==> src/rtl/pc_sequencer.sv <==
// Fetch-stage program counter with ripple incrementer.
// Holds under stall and buffers a redirect that arrives while stalled.
module pc_sequencer #(
  parameter int unsigned WIDTH = 64,
  parameter logic [WIDTH-1:0] STEP = WIDTH'(4),
  parameter logic [WIDTH-1:0] RESET_PC = '0
) (
  input  logic             clk,
  input  logic             reset,
  input  logic             stall,
  input  logic             redirect,
  input  logic [WIDTH-1:0] redirect_pc,
  output logic [WIDTH-1:0] pc,
  output logic [WIDTH-1:0] pc_plus_step,
  output logic             wrap,
  output logic             redirect_pending
);

  logic [WIDTH-1:0] pc_q;
  logic             pend_valid;
  logic [WIDTH-1:0] pend_pc;
  logic [WIDTH:0]   carry;
  logic [WIDTH-1:0] sum;

  assign carry[0] = 1'b0;

  // One full-adder cell per bit: a = pc, b = STEP, carry ripples upward.
  for (genvar i = 0; i < WIDTH; i++) begin : g_fa
    logic a;
    logic b;
    assign a            = pc_q[i];
    assign b            = STEP[i];
    assign sum[i]       = a ^ b ^ carry[i];
    assign carry[i+1]   = (a & b) | (carry[i] & (a ^ b));
  end

  assign pc               = pc_q;
  assign pc_plus_step     = sum;
  assign wrap             = carry[WIDTH];
  assign redirect_pending = pend_valid;

  // PC and redirect buffer update, in priority order.
  always_ff @(posedge clk) begin
    if (reset) begin
      pc_q       <= RESET_PC;
      pend_valid <= 1'b0;
      pend_pc    <= '0;
    end else if (stall) begin
      if (redirect) begin
        pend_valid <= 1'b1;
        pend_pc    <= redirect_pc;
      end
    end else if (redirect) begin
      pc_q       <= redirect_pc;
      pend_valid <= 1'b0;
    end else if (pend_valid) begin
      pc_q       <= pend_pc;
      pend_valid <= 1'b0;
    end else begin
      pc_q <= sum;
    end
  end

endmodule

==> config.mk <==
export PLATFORM = sky130hd
export DESIGN_NAME = pc_sequencer
export DESIGN_NICKNAME = d
export VERILOG_FILES = /design/src/rtl/pc_sequencer.sv
export SDC_FILE = /design/constraint.sdc
export NUM_CORES = 1
export LEC_CHECK = 0
export BUFFER_PORTS_ARGS = -buffer_cell sky130_fd_sc_hd__buf_2
export CORE_UTILIZATION = 35
export CTS_CLUSTER_SIZE = 28
export DETAILED_ROUTE_END_ITERATION = 8
export HOLD_SLACK_MARGIN = 0.05
export PLACE_DENSITY_LB_ADDON = 0.3
export SETUP_SLACK_MARGIN = 0.15
export SLEW_MARGIN = 20
export SYNTH_ARGS = -nofsm -noshare
export SYNTH_HDL_FRONTEND = slang
export SYNTH_SLANG_ARGS = --single-unit
==> constraint.sdc <==
create_clock -name clk -period 26.1 [get_ports clk]
set_clock_uncertainty 0.1 [all_clocks]
set_input_delay 5.22 -clock clk [delete_from_list [all_inputs] [get_ports clk]]
set_output_delay 5.22 -clock clk [all_outputs]
set_load 0.01 [all_outputs]
==> results.yml <==
finish:
  fin_nets: 1002
  stdcell_count: 1120
  drive_gt1_share_pct: 28.0
  utilization_pct: 44.0
  areaGrowthSynthToFinish_pct: 23.6
setup_path:
  crit_buf_inv: 1
  r2r-start: "pc[2]$_SDFFE_PP0N_"
  critPathRequiredTime_ps: 20780
  crit_type: "reg -> out"
  critPathSlowestCell: "dfxtp_1"
  reg2regPathDepth: 64
  crit_start: "pc[2]$_SDFFE_PP0N_"
  cp.arrival_ps: 12210
  cp_max_fo: 5
  reg2reg_slack_ps: 13790
  critPathLaunchType: "flop"
  crit_top_cell: "ha_1"
  regToRegEndpoint: "pc[63]$_SDFFE_PP0N_"
  endpoint_kind: "output port"
  slowest_delay_ps: 350
  cpLargestDelayFamily: "adder cells"
power_and_ir_drop:
  pwr_density_cell_mw_per_mm2: 62.7
  p_sw_share_pct: 26.8
  p_total_uw: 515
  power_leakage_nw: 3.74
  ir_drop_v: 0.0000445
  p_sw_uw: 138
  power.internal_uw: 377
  pwr-share-seq_pct: 42.2
  p_clk_share_pct: 43.2
  pwr-share-comb_pct: 14.6
detailed_routing:
  drtAntennaViolNets: 0
  vias: 5827
  drc: 0
  vias_per_cell: 5.20
  wl_mm: 19.2
  drt_iter0_drc: 332
  wire_per_inst_um: 17.2
  first_pass_iters: 4
yosys:
  yosysUniqueCellTypes: 27
  yosysTopAreaCell: "dfxtp_1"
  synthArstFlopShare_pct: 0
  synth_top_area_share_pct: 38.9
  syn_avg_cell_area_um2: 9.35
  yosysSeqAreaShare_pct: 38.9
  synthTopCellsByCount: "129 x dfxtp_1, 129 x nand2_1, 66 x a21oi_1"
  synthesis.area_mm2: 0.00664
  syn-num-nets: 839
  synth_seq_cells: 129
  synth_top_flop_cell: "dfxtp_1"
  synth-edff-count: 0
  synth_warnings: 0
  synth_cells: 710
  synth.area.top_cells: "dfxtp_1 39%, ha_1 11%, mux2i_1 9.2%, a31o_1 8.0%, nand2_1 7.3%"
timing:
  timing.slew.headroom_pct: 39.7
  rsz0062_at_grt: "no"
  finalHoldViolations: 0
  max_freq_mhz: 57.1
  drv_slew: 0
  hold_slack_ps: 353
  finalSetupViolations: 0
  worst_pin_slew_ps: 904
  post-route-min-period_ps: 17530
  fin_crit_sh_pct: 67.2
  setup_tns_ps: 0
clock_tree:
  ctsResizeCount: 0
  clock_sinks: 129
  hold_buffers: 0
  htree_levels: 4
  clk_pin_slew_worst_paths_ps: 50
  cts_buffer_depth: 2
  cts_tree: "built"
  root_buffer: "clkbuf_16"
  numCtsBuffers: 17
  cts_setup_buffers: 0
  insertion_delay_ps: 410
min_path:
  holdPathStages: 2
  hold_path.class: "reg -> reg"
  whs_endpoint: "pend_pc[23]$_SDFFE_PP0P_"
  min-delay-start: "pend_pc[23]$_SDFFE_PP0P_"
die:
  start_util_pct: 35.6
  rows: 50
  die-area_mm2: 0.0195
  core_mm2: 0.0186
  die_w_um: 140
  die_h_um: 140
  ios: 198
placed_design:
  io_buffers: 197
  dp_hpwl_mm: 11.4
  gp_congestion: 0.712
  dp.cells: 1088
grt:
  grtUsageTotal_pct: 20.0
  grt_max_degree: 69
  grt_first_pass_wirelength_mm: 30.7
  antenna_found_initial: 0
  grt_pass1_vias: 5761
  grt-ovfl-total: 0
run:
  drv_cap: 0
outcome:
  status: "finished clean"
==> per-stage QoR <==
step	worst slack, ps	area, um2
2_1_floorplan	9790	6640
3_3_place_gp	9060	7660
3_5_place_dp	8970	7660
4_1_cts	8450	8200
5_1_grt	7970	8200
6_report	8570	8200
==> worst max path at each step <==
stage	to	slack, ps	cells after the start
finish	pc_plus_step[63]	8570	62
global route	pc_plus_step[63]	7970	62
CTS	pc_plus_step[63]	8450	62
detailed placement	pc_plus_step[63]	8970	62
global placement	pc_plus_step[63]	9060	62
floorplan	pc_plus_step[63]	9790	61
==> worst min-delay path, stage by stage, from the launching register on <==
cell and delay (ps):
dfxtp_1 300, nand2_1 50, a21oi_1 50
==> layout make-up <==
cell class / count / area [um2]
Antenna cell: 1 / 2.50
Clock inverter: 6 / 57.6
Fill cell: 1813 / 10400
Clock buffer: 25 / 485
Tap cell: 234 / 293
Inverter: 4 / 15.0
Timing Repair Buffer: 206 / 1050
Multi-Input combinational cell: 515 / 3710
Sequential cell: 129 / 2590
==> kinds of logic after synthesis <==
family | Yosys count | synth area share, %
simple gates | 197 | 13.6
buf+inv | 66 | 5.24
flops | 129 | 38.9
mux | 61 | 9.20
fa+ha+maj | 61 | 11.5
compound gates | 196 | 21.5
==> cells in the final DEF (no fill, tap or decap), drive strengths merged <==
cell,netlist,layout
o21ai,2,2
clkinvlp,0,1
nor2b,62,62
o21a,1,1
a31oi,1,1
nand2b,1,1
o221a,1,1
inv,4,4
nor2,1,1
nor3,1,1
diode,0,1
clkinv,0,4
dfxtp,129,129
buf,39,206
nand2,130,130
a21oi,66,66
o22ai,2,2
o21ba,1,1
or2,1,1
and2,1,1
mux2i,61,61
clkbuf,23,25
a211oi,61,61
bufinv,0,1
ha,61,61
a31o,61,61
==> power by group through the flow <==
stage	Sequential [mW]	Clock, mW	Combinational [mW]
floorplan	0.222	0	0.0454
global placement	0.221	0	0.0751
finish	0.217	0.223	0.0750
detailed placement	0.221	0	0.0752
global route	0.218	0.236	0.0825
CTS	0.217	0.229	0.0756
==> layer usage <==
layer | vias up | share of wire [%] | global-route usage [%]
li1 | 2872 | - | -
met1 | 2768 | 48 | 25.9
met2 | 175 | 44 | 32.1
met3 | 12 | 6.5 | 5.85
met4 | 0 | 0.99 | 5.38
met5 | - | 0 | 0
==> registers in the layout, summed over array words and instances, names as in the netlist <==
| name | flops |
|---|---|
| redirect_pending | 1 |
| pend_pc | 64 |
| pc | 64 |
Power figures use the tool's default switching activity.
